### src/rtl/spi_target_pkg.sv
// Shared defaults and state encoding for the SPI target block.
package spi_target_pkg;

  localparam int DEFAULT_DATA_WIDTH  = 8;
  localparam int DEFAULT_SYNC_STAGES = 2;

  typedef enum logic {
    IDLE   = 1'b0,
    ACTIVE = 1'b1
  } state_t;

endpackage

### src/rtl/spi_target_if.sv
// SPI pins plus the TX/RX byte handshake of the SPI target, bundled for port connection.
interface spi_target_if
  import spi_target_pkg::*;
#(
  parameter int DATA_WIDTH = DEFAULT_DATA_WIDTH
);

  logic                  spi_sclk;
  logic                  spi_ss_n;
  logic                  spi_mosi;
  logic                  spi_miso;
  logic                  spi_miso_oe;
  logic [DATA_WIDTH-1:0] tx_data;
  logic                  tx_valid;
  logic                  tx_ready;
  logic [DATA_WIDTH-1:0] rx_data;
  logic                  rx_valid;
  logic                  tx_underrun;
  logic                  busy;

  // The SPI target itself.
  modport slave (
    input  spi_sclk, spi_ss_n, spi_mosi, tx_data, tx_valid,
    output spi_miso, spi_miso_oe, tx_ready, rx_data, rx_valid, tx_underrun, busy
  );

  // The environment: SPI master pins plus the local byte producer/consumer.
  modport master (
    output spi_sclk, spi_ss_n, spi_mosi, tx_data, tx_valid,
    input  spi_miso, spi_miso_oe, tx_ready, rx_data, rx_valid, tx_underrun, busy
  );

endinterface

### src/rtl/spi_target_sync.sv
// Single-bit multi-flop synchronizer with a selectable reset value.
module spi_target_sync #(
  parameter int   SYNC_STAGES = 2,
  parameter logic RST_VAL     = 1'b0
) (
  input  logic clk,
  input  logic rst_n,
  input  logic d,
  output logic q
);

  logic [SYNC_STAGES-1:0] sff;

  // Shift the asynchronous input through the flop chain.
  always_ff @(posedge clk or negedge rst_n) begin
    if (!rst_n) begin
      sff <= {SYNC_STAGES{RST_VAL}};
    end else begin
      sff[0] <= d;
      for (int i = 1; i < SYNC_STAGES; i++) begin
        sff[i] <= sff[i-1];
      end
    end
  end

  assign q = sff[SYNC_STAGES-1];

endmodule

### src/rtl/spi_target.sv
// SPI mode-0 target: oversamples the SPI pins on the system clock, shifts
// frames in and out, and exposes a one-deep TX holding register.
module spi_target
  import spi_target_pkg::*;
#(
  parameter int DATA_WIDTH  = DEFAULT_DATA_WIDTH,
  parameter int SYNC_STAGES = DEFAULT_SYNC_STAGES
) (
  input  logic         io_systemClk,
  input  logic         io_asyncResetn,
  spi_target_if.slave  bus
);

  localparam int CNT_W = (DATA_WIDTH > 2) ? $clog2(DATA_WIDTH) : 1;
  localparam logic [CNT_W-1:0] LAST_BIT = CNT_W'(DATA_WIDTH - 1);

  logic sclk_s, ss_n_s, mosi_s;
  logic sclk_d, ss_n_d;
  logic sclk_rise, sclk_fall, ss_fall, ss_rise;

  state_t                state;
  logic [CNT_W-1:0]      bit_cnt;
  logic [DATA_WIDTH-1:0] tx_sh;
  logic [DATA_WIDTH-2:0] rx_sh;
  logic [DATA_WIDTH-1:0] rx_next;
  logic [DATA_WIDTH-1:0] rx_data_q;
  logic                  rx_valid_q;
  logic                  tx_underrun_q;
  logic [DATA_WIDTH-1:0] hold;
  logic                  hold_full;
  logic                  tx_wr;
  logic                  frame_load;

  spi_target_sync #(.SYNC_STAGES(SYNC_STAGES), .RST_VAL(1'b0)) u_sync_sclk (
    .clk(io_systemClk), .rst_n(io_asyncResetn), .d(bus.spi_sclk), .q(sclk_s)
  );

  // Chip select idles high, so its chain resets to 1 to avoid a false select.
  spi_target_sync #(.SYNC_STAGES(SYNC_STAGES), .RST_VAL(1'b1)) u_sync_ss (
    .clk(io_systemClk), .rst_n(io_asyncResetn), .d(bus.spi_ss_n), .q(ss_n_s)
  );

  spi_target_sync #(.SYNC_STAGES(SYNC_STAGES), .RST_VAL(1'b0)) u_sync_mosi (
    .clk(io_systemClk), .rst_n(io_asyncResetn), .d(bus.spi_mosi), .q(mosi_s)
  );

  // One extra delay flop per edge-detected line.
  always_ff @(posedge io_systemClk or negedge io_asyncResetn) begin
    if (!io_asyncResetn) begin
      sclk_d <= 1'b0;
      ss_n_d <= 1'b1;
    end else begin
      sclk_d <= sclk_s;
      ss_n_d <= ss_n_s;
    end
  end

  assign sclk_rise = sclk_s & ~sclk_d;
  assign sclk_fall = ~sclk_s & sclk_d;
  assign ss_fall   = ~ss_n_s & ss_n_d;
  assign ss_rise   = ss_n_s & ~ss_n_d;

  // A frame load happens on select and on the falling edge that closes a frame.
  assign frame_load = ((state == IDLE) && ss_fall) ||
                      ((state == ACTIVE) && !ss_rise && sclk_fall && (bit_cnt == '0));

  // Writes are only accepted while empty, so a same-cycle load always sees the old content.
  assign tx_wr = bus.tx_valid & ~hold_full;

  // One-deep TX holding register: filled by the producer, emptied by a frame load.
  always_ff @(posedge io_systemClk or negedge io_asyncResetn) begin
    if (!io_asyncResetn) begin
      hold      <= '0;
      hold_full <= 1'b0;
    end else if (tx_wr) begin
      hold      <= bus.tx_data;
      hold_full <= 1'b1;
    end else if (frame_load) begin
      hold_full <= 1'b0;
    end
  end

  assign rx_next = {rx_sh, mosi_s};

  // Frame FSM with bit counter and TX/RX shift registers.
  always_ff @(posedge io_systemClk or negedge io_asyncResetn) begin
    if (!io_asyncResetn) begin
      state         <= IDLE;
      bit_cnt       <= '0;
      tx_sh         <= '0;
      rx_sh         <= '0;
      rx_data_q     <= '0;
      rx_valid_q    <= 1'b0;
      tx_underrun_q <= 1'b0;
    end else begin
      rx_valid_q    <= 1'b0;
      tx_underrun_q <= 1'b0;

      if (frame_load) begin
        tx_sh         <= hold_full ? hold : '0;
        tx_underrun_q <= ~hold_full;
      end

      case (state)
        IDLE: begin
          if (ss_fall) begin
            state   <= ACTIVE;
            bit_cnt <= '0;
            rx_sh   <= '0;
          end
        end
        ACTIVE: begin
          if (ss_rise) begin
            // Partial frames are dropped silently.
            state   <= IDLE;
            bit_cnt <= '0;
            rx_sh   <= '0;
          end else if (sclk_rise) begin
            rx_sh <= rx_next[DATA_WIDTH-2:0];
            if (bit_cnt == LAST_BIT) begin
              bit_cnt    <= '0;
              rx_data_q  <= rx_next;
              rx_valid_q <= 1'b1;
            end else begin
              bit_cnt <= bit_cnt + 1'b1;
            end
          end else if (sclk_fall && (bit_cnt != '0)) begin
            tx_sh <= {tx_sh[DATA_WIDTH-2:0], 1'b0};
          end
        end
        default: state <= IDLE;
      endcase
    end
  end

  assign bus.spi_miso    = tx_sh[DATA_WIDTH-1];
  assign bus.spi_miso_oe = (state == ACTIVE);
  assign bus.busy        = (state == ACTIVE);
  assign bus.tx_ready    = ~hold_full;
  assign bus.rx_data     = rx_data_q;
  assign bus.rx_valid    = rx_valid_q;
  assign bus.tx_underrun = tx_underrun_q;

endmodule

### src/flat_wrapper.sv
// flat-port wrapper written by rule: the top's interface ports become plain ports
module spi_target_flat import spi_target_pkg::*;
#(
  parameter int DATA_WIDTH  = DEFAULT_DATA_WIDTH,
  parameter int SYNC_STAGES = DEFAULT_SYNC_STAGES
)
  (io_systemClk, io_asyncResetn, bus_spi_sclk, bus_spi_ss_n, bus_spi_mosi, bus_tx_data, bus_tx_valid, bus_spi_miso, bus_spi_miso_oe, bus_tx_ready, bus_rx_data, bus_rx_valid, bus_tx_underrun, bus_busy);
  spi_target_if #(.DATA_WIDTH(DATA_WIDTH)) bus_i ();
  input  logic io_systemClk;
  input  logic io_asyncResetn;
  input wire logic [$bits(bus_i.spi_sclk)-1:0] bus_spi_sclk;
  input wire logic [$bits(bus_i.spi_ss_n)-1:0] bus_spi_ss_n;
  input wire logic [$bits(bus_i.spi_mosi)-1:0] bus_spi_mosi;
  input wire logic [$bits(bus_i.tx_data)-1:0] bus_tx_data;
  input wire logic [$bits(bus_i.tx_valid)-1:0] bus_tx_valid;
  output wire logic [$bits(bus_i.spi_miso)-1:0] bus_spi_miso;
  output wire logic [$bits(bus_i.spi_miso_oe)-1:0] bus_spi_miso_oe;
  output wire logic [$bits(bus_i.tx_ready)-1:0] bus_tx_ready;
  output wire logic [$bits(bus_i.rx_data)-1:0] bus_rx_data;
  output wire logic [$bits(bus_i.rx_valid)-1:0] bus_rx_valid;
  output wire logic [$bits(bus_i.tx_underrun)-1:0] bus_tx_underrun;
  output wire logic [$bits(bus_i.busy)-1:0] bus_busy;
  assign bus_i.spi_sclk = bus_spi_sclk;
  assign bus_i.spi_ss_n = bus_spi_ss_n;
  assign bus_i.spi_mosi = bus_spi_mosi;
  assign bus_i.tx_data = bus_tx_data;
  assign bus_i.tx_valid = bus_tx_valid;
  assign bus_spi_miso = bus_i.spi_miso;
  assign bus_spi_miso_oe = bus_i.spi_miso_oe;
  assign bus_tx_ready = bus_i.tx_ready;
  assign bus_rx_data = bus_i.rx_data;
  assign bus_rx_valid = bus_i.rx_valid;
  assign bus_tx_underrun = bus_i.tx_underrun;
  assign bus_busy = bus_i.busy;
  spi_target #(.DATA_WIDTH(DATA_WIDTH), .SYNC_STAGES(SYNC_STAGES)) u_core (.io_systemClk(io_systemClk), .io_asyncResetn(io_asyncResetn), .bus(bus_i));
endmodule
### config.mk
export PLATFORM = sky130hd
export DESIGN_NAME = spi_target_flat
export DESIGN_NICKNAME = d
export VERILOG_FILES = /design/src/rtl/spi_target_pkg.sv /design/src/rtl/spi_target_if.sv /design/src/rtl/spi_target_sync.sv /design/src/rtl/spi_target.sv /design/src/flat_wrapper.sv
export SDC_FILE = /design/constraint.sdc
export NUM_CORES = 1
export LEC_CHECK = 0
export ABC_AREA = 1
export ABC_CLOCK_PERIOD_IN_PS = 2100
export CAP_MARGIN = 10
export CORE_ASPECT_RATIO = 0.7
export CORE_UTILIZATION = 57
export DETAILED_ROUTE_END_ITERATION = 8
export PLACE_DENSITY = 0.88
export SLEW_MARGIN = 20
export SYNTH_ARGS = -nofsm -noshare
export SYNTH_HDL_FRONTEND = slang
export SYNTH_SLANG_ARGS = --single-unit
### constraint.sdc
create_clock -name io_systemClk -period 2.1 [get_ports io_systemClk]
set_input_delay 0.42 -clock io_systemClk [delete_from_list [all_inputs] [get_ports io_systemClk]]
set_output_delay 0.42 -clock io_systemClk [all_outputs]
set_load 0.1 [all_outputs]
# Word-level counts from Yosys, hierarchy flattened
# Cells that the tools add are included.
# word_totals
elab_cells	67
input_bits	14
register_bits	46
output_inout_bits	14
# classes
bitwise	12
n_eq_ne	3
n_mux	25
n_reduce_logical	12
add_sub_neg	1
# op_table
cell	n
two-way mux 8 bit	6
two-way mux 7 bit	3
case mux 7 bit (2 select lines)	1
two-way mux 3 bit	4
two-way mux 1 bit	9
NOT 1 bit	7
case mux 3 bit (2 select lines)	1
bitwise AND 1 bit	5
logical AND 1 bit	5
AND reduction 4 bit	1
adder 3 x 1 -> 3 bit (second input constant)	1
== test 3 bit (second input constant)	1
logical NOT 3 bit	1
!= test 3 x 1 -> 1 bit (second input constant)	1
nonzero test 3 bit	1
!= test 2 x 1 -> 1 bit (second input constant)	1
case mux 1 bit (2 select lines)	1
AND reduction 2 bit	1
nonzero test 2 bit	1
logical NOT 1 bit	1
logical OR 1 bit	1

# Logic depth before layout (Yosys ltp)
# Gate-level depths: netlist of the first run.
# logic_depth
word_depth	12
depth_mapped	9
depth_no_buf	9

# Cells and area by module
# From an unflattened synthesis of the first run, not the netlist that was laid out.
# hier_totals
cells_unflattened	193
area_unflattened_um2	1984.4
# modules_own_cells
mod	cells_per_inst	n_inst	area_per_inst_um2	seq_area_each_um2
spi_target	187	1	1831.8	1002.2
spi_target_sync (u_core.u_sync_mosi ...)	2	2	50.0	50.0
spi_target_sync (u_core.u_sync_ss)	2	1	52.6	52.6

# Worst setup path after synthesis of the first run
# Ideal clock, no wire load.
# synth_timing
kind	register -> register
start	register u_core.state (netlist: u_core.bus.busy)
end	register u_core.tx_sh[1]
path_buffers	0
path_stages_with_launch	8
path_slack_ps	205
arrival_time_ps	1776
path_cell_list	dfrtp_1 > inv_1 > a21oi_4 > nand3_2 > nand2_1 > nand2_1 > nand3_1 > nand2_1
# synth_between
elab_chain_len	9
word_cells_on_any_way	11
cone_classes	mux: 5; bitwise: 1; reduce/logical: 5
# synth_rtl
element	line_no	rtl
from (decl)	spi_target.sv:21	state_t state;
from (signal assigned)	spi_target.sv:88	state <= IDLE;
from (signal assigned)	spi_target.sv:107	state <= ACTIVE;
from (signal assigned)	spi_target.sv:115	state <= IDLE;
logical AND 1 bit (3 in a row)	spi_target.sv:65	((state == ACTIVE) && !ss_rise && sclk_fall && (bit_cnt == '0));
logical OR 1 bit	spi_target.sv:64	assign frame_load = ((state == IDLE) && ss_fall) ||
two-way mux 8 bit	spi_target.sv:99	if (frame_load) begin
two-way mux 8 bit	spi_target.sv:127	end else if (sclk_fall && (bit_cnt != '0)) begin
two-way mux 8 bit	spi_target.sv:118	end else if (sclk_rise) begin
two-way mux 8 bit	spi_target.sv:113	if (ss_rise) begin
two-way mux 8 bit *	spi_target.sv:104	case (state)
to (signal assigned)	spi_target.sv:100	tx_sh <= hold_full ? hold : '0;
to (signal assigned)	spi_target.sv:128	tx_sh <= {tx_sh[DATA_WIDTH-2:0], 1'b0};
to (decl)	spi_target.sv:23	logic [DATA_WIDTH-1:0] tx_sh;
# Mark *: on every way between the ends. The rest lies on a longest branch, timed or not.
# A chain may end at the register's enable or synchronous reset.

# Worst setup path after layout of the first run
# layout_timing
start	register u_core.ss_n_d
end	register u_core.bit_cnt[1]
# layout_between
elab_chain_len	4
word_cells_on_any_way	8
cone_classes	eq/ne: 2; mux: 2; bitwise: 3; reduce/logical: 1
# layout_rtl
element	line_no	rtl
from (decl)	spi_target.sv:18	logic sclk_d, ss_n_d;
from (signal assigned)	spi_target.sv:54	ss_n_d <= ss_n_s;
NOT 1 bit	spi_target.sv:61	assign ss_rise = ss_n_s & ~ss_n_d;
bitwise AND 1 bit	spi_target.sv:61	
two-way mux 3 bit / != test 3 x 1 -> 1 bit (equally long branches)	--	
case mux 3 bit (2 select lines) / AND reduction 2 bit (equally long branches)	--	
to (signal assigned)	spi_target.sv:125	bit_cnt <= bit_cnt + 1'b1;
to (decl)	spi_target.sv:22	logic [CNT_W-1:0] bit_cnt;
# Parallel ways exist; a longest one is shown, timed or not.

==> results of run 1 <==
==> cell usage after synthesis <==
| cell type | count |
|---|---|
| dfstp_2 | 3 |
| buf_6 | 2 |
| o21ai_0 | 12 |
| nor2_1 | 4 |
| clkinv_1 | 1 |
| a22oi_1 | 1 |
| inv_2 | 1 |
| buf_4 | 1 |
| inv_1 | 16 |
| nand2_1 | 64 |
| nand2_2 | 1 |
| o21ai_2 | 10 |
| nand3_1 | 17 |
| mux2_2 | 8 |
| dfrtp_1 | 43 |
| nand3_2 | 1 |
| nor2_4 | 1 |
| buf_2 | 4 |
| a21oi_1 | 1 |
| ha_1 | 3 |
| nand3b_1 | 1 |
| nor2_2 | 1 |
| a21oi_4 | 1 |
| nand3b_2 | 1 |
==> worst reg2reg max path, stage by stage, from the launching register on <==
cell,delay (ns)
dfstp_2,0.56
o21ai_2,0.16
o21ai_2,0.67
inv_1,0.19
nand3_1,0.11
o21ai_0,0.07
==> sequential cells by signal (all words and copies together), names as in the netlist <==
signal,cells
u_core.bus.rx_data,8
u_core.hold,8
u_core.tx_sh,8
u_core.rx_sh,7
u_core.bit_cnt,3
u_core.u_sync_mosi.sff,2
u_core.u_sync_sclk.sff,2
u_core.u_sync_ss.sff,2
u_core.bus.busy,1
u_core.bus.rx_valid,1
u_core.bus.tx_underrun,1
u_core.hold_full,1
u_core.sclk_d,1
u_core.ss_n_d,1
==> logic make-up after synthesis <==
logic type / share of synthesized area, %
and+or+nand+nor: 19.9
DFF: 58.6
AOI/OAI and AO/OA: 8.96
buffers and inverters: 5.97
muxes: 4.57
adders and majority gates: 1.91
==> report_power, final <==
| part | internal (mW) | leakage [nW] | switching (mW) | total, mW |
|---|---|---|---|---|
| clock | 0.264 | 0.0472 | 0.281 | 0.546 |
| sequential | 1.09 | 0.577 | 0.136 | 1.23 |
| combinational | 0.311 | 0.565 | 0.548 | 0.858 |
| total | 1.67 | 1.19 | 0.965 | 2.63 |
==> final cells by class <==
class                   instances  area [sq um]  share of cell area (%)
clock buffers                   6          82.6                    3.52
multi-input cells             127           697                    29.7
inverters                      18          67.6                    2.88
clock inverters                 2          12.5                   0.533
repair buffers                 31           273                    11.6
well taps                      47          58.8                    2.51
flip-flops and latches         46          1150                    49.2
==> path summary, 6_finish.rpt <==
kind | startpoint | endpoint | slack, ns
max | u_core.ss_n_d | u_core.bit_cnt[1] | 0.22
min | io_asyncResetn | u_core.rx_sh[3] | 0.20
max reg2reg | u_core.ss_n_d | u_core.bit_cnt[1] | 0.22
min reg2reg | u_core.u_sync_mosi.sff[0] | u_core.u_sync_mosi.sff[1] | 0.35
max in group asynchronous | io_asyncResetn | u_core.rx_sh[5] | 1.52
min in group io_systemClk | u_core.u_sync_mosi.sff[0] | u_core.u_sync_mosi.sff[1] | 0.35
==> layer usage <==
layer | wire [microns] | vias up
li1 | - | 698
met1 | 1790 | 652
met2 | 1390 | 34
met3 | 114 | 7
met4 | 46 | 0
met5 | 0 | -
==> layout by cell type, fill, tap and decap left out <==
cell / count
a21oi_1: 1
a22oi_1: 1
nand3b_1: 1
buf_2: 1
clkinv_2: 1
buf_12: 1
buf_4: 17
nand2_2: 1
nor2_4: 1
clkinv_1: 1
clkdlybuf4s50_1: 12
clkbuf_8: 6
inv_2: 1
inv_1: 16
nor2_1: 4
dfstp_2: 3
dfrtp_1: 43
nand3_2: 1
mux2_2: 8
o21ai_0: 12
nand3b_2: 1
clkinvlp_4: 1
nor2_2: 1
nand3_1: 17
o21ai_2: 10
nand2_1: 64
a21oi_4: 1
ha_1: 3
==> qor.yml, run 1 <==
global_route:
  gr-usage-met1_pct: 30.5
  use_met2_pct: 31.8
  groute.usage.overall_pct: 21.2
  overflow: 0
  grt_max_degree: 47
  grt_antenna_before_repair: 0
  grt_busiest_layer: "met2"
  grt_pass1_wl_microns: 5710
  first_global_vias: 1265
  use_met3_pct: 5.33
sta:
  skew_ns: 0.00842
  clock.fmax_mhz: 532
  slew_violations: 0
  rsz0062_at_grt: "false"
  setup_viol: 0
  post-route-period-util_pct: 89.5
  timing.hold.ws_ns: 0.200
  worst_pin_slew_ns: 0.801
  fin_ws_ns: 0.221
  finalHoldViolations: 0
  relSlewSlack_pct: 46.6
  tns_ns: 0
  min_period_ns: 1.88
clock_network:
  cts_made_buffers: 5
  cts-htree-levels: 2
  clk_latency_ns: 0.29
  path_clk_slew_ns: 0.08
  cts-root-buf: "clkbuf_8"
  cts_tree: "done"
  clock_path_buffers: 2
  post-cts-setup-buffers: 0
  cts.repair.resized: 0
  numClockSinks: 46
  holdBufCountCts: 0
die:
  core_area_sq_um: 3210
  fp.dieH_microns: 51.2
  ios: 28
  rows: 17
  die_area_sq_um: 3700
  floorplan.initialDensity_pct: 61.3
  die_width_microns: 72.3
layout:
  final_core_util_pct: 73.0
  nNetsFinal: 246
  drive_gt1_share_pct: 23.9
  antennaDiodeCount: 0
  stdcell_count: 277
  n_fill_cell: 216
  fin_area_sq_um: 2350
  syn2layout_area_growth_pct: 19.1
placement:
  portBuffers: 27
  placed_area_sq_um: 2250
  dp_hpwl_microns: 2450
  place_congestion: 0.805
  dp.cells: 269
  dpl_worst_slack_ns: 0.263
synthesis:
  synthCells: 198
  ys_ff_latch: 46
  synth_nets: 215
  synth_cell_type_count: 24
  netlist.area_leader.share_pct: 54.6
  synth.area.top_cells: "dfrtp_1 (55%), nand2_1 (12%), mux2_2 (4.6%), o21ai_2 (4.4%), nand3_1 (4.3%)"
  syn_area_sq_um: 1970
  yosys_warnings: 0
  yosys.area.top_type: "dfrtp_1"
  avgSynthCellArea_sq_um: 9.95
  yosysSeqAreaShare_pct: 58.6
pwr:
  power_density_nw_per_um2: 1120
  irDropWorstVdd_uv: 598
  p_leak_nw: 1.19
  p_total_mw: 2.63
routing:
  drc: 0
  viasPerCell: 5.02
  wire_per_inst_microns: 12.1
  initialDrtViolationCount: 136
  ant_nets: 0
  firstDrtPassIters: 4
  num_vias: 1391
  routed_wl_microns: 3350
worst_setup_path:
  crit_required_ns: 2.27
  arrival_ns: 2.05
  slowest_delay_ns: 0.67
  crit_path_frequent_cell: "o21ai_2"
  cp_slowest_cell: "o21ai_2"
  rr_worst_depth: 5
  path_cells: "o21ai_2 > o21ai_2 > inv_1 > nand3_1 > o21ai_0"
  cp_num_buf_inv: 1
  end_kind: "flip-flop"
  crit_type: "flip-flop to flip-flop"
  cp-start-kind: "flip-flop"
  cp_top_family: "compound AO/OA/AOI/OAI gates"
  worstPathMaxFanout: 17
  worst-path-stages: 5
flow_run:
  maxCapViolCount: 0
status:
  status: "finished, final reports clean"
min_path:
  min_path_type: "input pin to async pin"
Power figures use the tool's default switching activity.
==> run 2, diff against run 1 <==
--- a/config.mk
+++ b/config.mk
@@ -9,9 +9,10 @@
 export ABC_CLOCK_PERIOD_IN_PS = 2100
 export CAP_MARGIN = 10
 export CORE_ASPECT_RATIO = 0.7
-export CORE_UTILIZATION = 57
+export CORE_UTILIZATION = 47
 export DETAILED_ROUTE_END_ITERATION = 8
-export PLACE_DENSITY = 0.88
+export PLACE_DENSITY = 0.75
+export SKIP_LAST_GASP = 1
 export SLEW_MARGIN = 20
 export SYNTH_ARGS = -nofsm -noshare
 export SYNTH_HDL_FRONTEND = slang
==> qor.yml, run 2 (synthesis results as in run 1) <==
status:
  status: "finished, final reports clean"  # unchanged
min_path:
  min_path_type: "input pin to async pin"  # unchanged
layout:
  n_fill_cell: 351  # was 216
  stdcell_count: 282  # was 277
  syn2layout_area_growth_pct: 19.3  # was 19.1%
  drive_gt1_share_pct: 23.5  # was 23.9%
  regArea_sq_um: 1150  # unchanged
  multi_input_area_sq_um: 697  # unchanged
  final_common_cell: "nand2_1"  # unchanged
  antennaDiodeCount: 0  # unchanged
  nNetsFinal: 246  # unchanged
  layout_common_cells: "nand2_1 (64), dfrtp_1 (43), nand3_1 (17), buf_4 (17), inv_1 (16)"  # unchanged
  final_core_util_pct: 59.2  # was 73.0%
worst_setup_path:
  end_kind: "flip-flop"  # unchanged
  crit_type: "flip-flop to flip-flop"  # unchanged
  arrival_ns: 2.11  # was 2.05 ns
  rr_worst_depth: 5  # unchanged
  crit_required_ns: 2.28  # was 2.27 ns
  cp_top_family: "compound AO/OA/AOI/OAI gates"  # unchanged
  cp_slowest_cell: "o21ai_2"  # unchanged
  worst_r2r_endpoint: "u_core.bit_cnt[0]"  # was u_core.bit_cnt[1]
  crit_path_frequent_cell: "o21ai_2"  # unchanged
  slowest_delay_ns: 0.69  # was 0.67 ns
  cp_num_buf_inv: 1  # unchanged
  ff2ff_setup_slack_ns: 0.17  # was 0.22 ns
  cp-start-kind: "flip-flop"  # unchanged
  worstPathMaxFanout: 17  # unchanged
  path_cells: "o21ai_2 > o21ai_2 > inv_1 > nand3_1 > o21ai_0"  # unchanged
  timing.rr.start: "u_core.ss_n_d"  # unchanged
routing:
  viasPerCell: 4.88  # was 5.02
  ant_nets: 0  # unchanged
  drc: 0  # unchanged
  firstDrtPassIters: 4  # unchanged
  routed_wl_microns: 3350  # about the same
  initialDrtViolationCount: 56  # was 136
  wire_per_inst_microns: 11.9  # was 12.1 microns
  num_vias: 1377  # was 1391
global_route:
  groute.usage.overall_pct: 18.1  # was 21.2%
  grt_busiest_layer: "met1"  # was met2
  grt_pass1_wl_microns: 6020  # was 5710 microns
  grt_max_degree: 47  # unchanged
  first_global_vias: 1298  # was 1265
  use_met2_pct: 23.6  # was 31.8%
  gr-usage-met1_pct: 27.3  # was 30.5%
  overflow: 0  # unchanged
  grt_antenna_before_repair: 0  # unchanged
  use_met3_pct: 4.92  # was 5.33%
die:
  fp.dieH_microns: 56.2  # was 51.2 microns
  core_area_sq_um: 3970  # was 3210 sq um
  die_width_microns: 79.4  # was 72.3 microns
  ios: 28  # unchanged
  die_area_sq_um: 4460  # was 3700 sq um
  floorplan.initialDensity_pct: 49.6  # was 61.3%
  rows: 19  # was 17
clock_network:
  cts_made_buffers: 5  # unchanged
  clk_latency_ns: 0.30  # was 0.29 ns
  numClockSinks: 46  # unchanged
  cts.repair.resized: 0  # unchanged
  holdBufCountCts: 0  # unchanged
  post-cts-setup-buffers: 0  # unchanged
  cts_tree: "done"  # unchanged
  cts-htree-levels: 2  # unchanged
  path_clk_slew_ns: 0.08  # about the same
  cts-root-buf: "clkbuf_8"  # unchanged
  clock_path_buffers: 2  # unchanged
sta:
  post-route-period-util_pct: 91.9  # was 89.5%
  worst_pin_slew_ns: 0.819  # was 0.801 ns
  slew_violations: 0  # unchanged
  finalHoldViolations: 0  # unchanged
  rsz0062_at_grt: "false"  # unchanged
  min_period_ns: 1.93  # was 1.88 ns
  clock.fmax_mhz: 518  # was 532 MHz
  relSlewSlack_pct: 45.4  # was 46.6%
  setup_viol: 0  # unchanged
  tns_ns: 0  # unchanged
  skew_ns: 0.00666  # was 0.00842 ns
flow_run:
  maxCapViolCount: 0  # unchanged
placement:
  dp_hpwl_microns: 2370  # was 2450 microns
  dp.cells: 274  # was 269
  portBuffers: 27  # unchanged
  place_congestion: 0.777  # was 0.805
pwr:
  power_density_nw_per_um2: 1120  # about the same
  irDropWorstVdd_uv: 643  # was 598 uV
  p_leak_nw: 1.19  # about the same
[run 2: changes by cell type in the layout (fill, tap and decap cells not counted)]
cell,previous run,this run
clkbuf_1,0,1
clkinvlp_4,1,0
[run 2: per-layer routing]
metal	wire length, microns	up-vias
met4	58	0
met3	157	6
met5	0	-
met2	1380	35
met1	1750	640
li1	-	696
[run 2: power by group]
group | switching (mW) | internal, mW
Clock | 0.282 | 0.266
Sequential | 0.139 | 1.09
Combinational | 0.534 | 0.310
[run 2: worst reg2reg max path: stages, from the launching register on]
cell	delay [ns]
dfstp_2	0.56
o21ai_2	0.16
o21ai_2	0.69
inv_1	0.20
nand3_1	0.12
o21ai_0	0.08
[run 2: cell type report]
| class | count | share of cell area [%] |
|---|---|---|
| clock buffer | 7 | 3.68 |
| tap | 52 | 2.77 |
| multi-input combinational | 127 | 29.7 |
| sequential | 46 | 49.2 |
| inverter | 18 | 2.88 |
| timing repair buffer | 31 | 11.6 |
| clock inverter | 1 | 0.213 |
[run 2: worst max path at each step]
stage | startpoint | endpoint | slack (ns) | cells after the start
floorplan | u_core.bus.busy | u_core.tx_sh[1] | 0.21 | 7
global placement | u_core.ss_n_d | u_core.bit_cnt[1] | 0.29 | 5
detailed placement | u_core.ss_n_d | u_core.bit_cnt[0] | 0.20 | 5
CTS | u_core.ss_n_d | u_core.bit_cnt[0] | 0.16 | 5
global route | u_core.ss_n_d | u_core.bit_cnt[0] | 0.008 | 5
finish | u_core.ss_n_d | u_core.bit_cnt[0] | 0.17 | 5
[run 2: per-stage QoR]
stage                     instance area (sq um)  total power [mW]  setup slack (ns)  hold WS [ns]
after global routing                       2350              2.80           0.00828         0.234
after global placement                     2260              2.07             0.286         0.333
after CTS                                  2350              2.65             0.163         0.207
after floorplan                            1970              1.88             0.205         0.124
after detailed placement                   2260              2.10             0.196         0.337
final                                      2350              2.62             0.169         0.191
==> run 3, diff against run 2 <==
--- a/config.mk
+++ b/config.mk
@@ -6,7 +6,6 @@
 export NUM_CORES = 1
 export LEC_CHECK = 0
 export ABC_AREA = 1
-export ABC_CLOCK_PERIOD_IN_PS = 2100
 export CAP_MARGIN = 10
 export CORE_ASPECT_RATIO = 0.7
 export CORE_UTILIZATION = 47
==> results of run 3 <==
The final DEF is identical to that of run 2; final timing and power are the same.
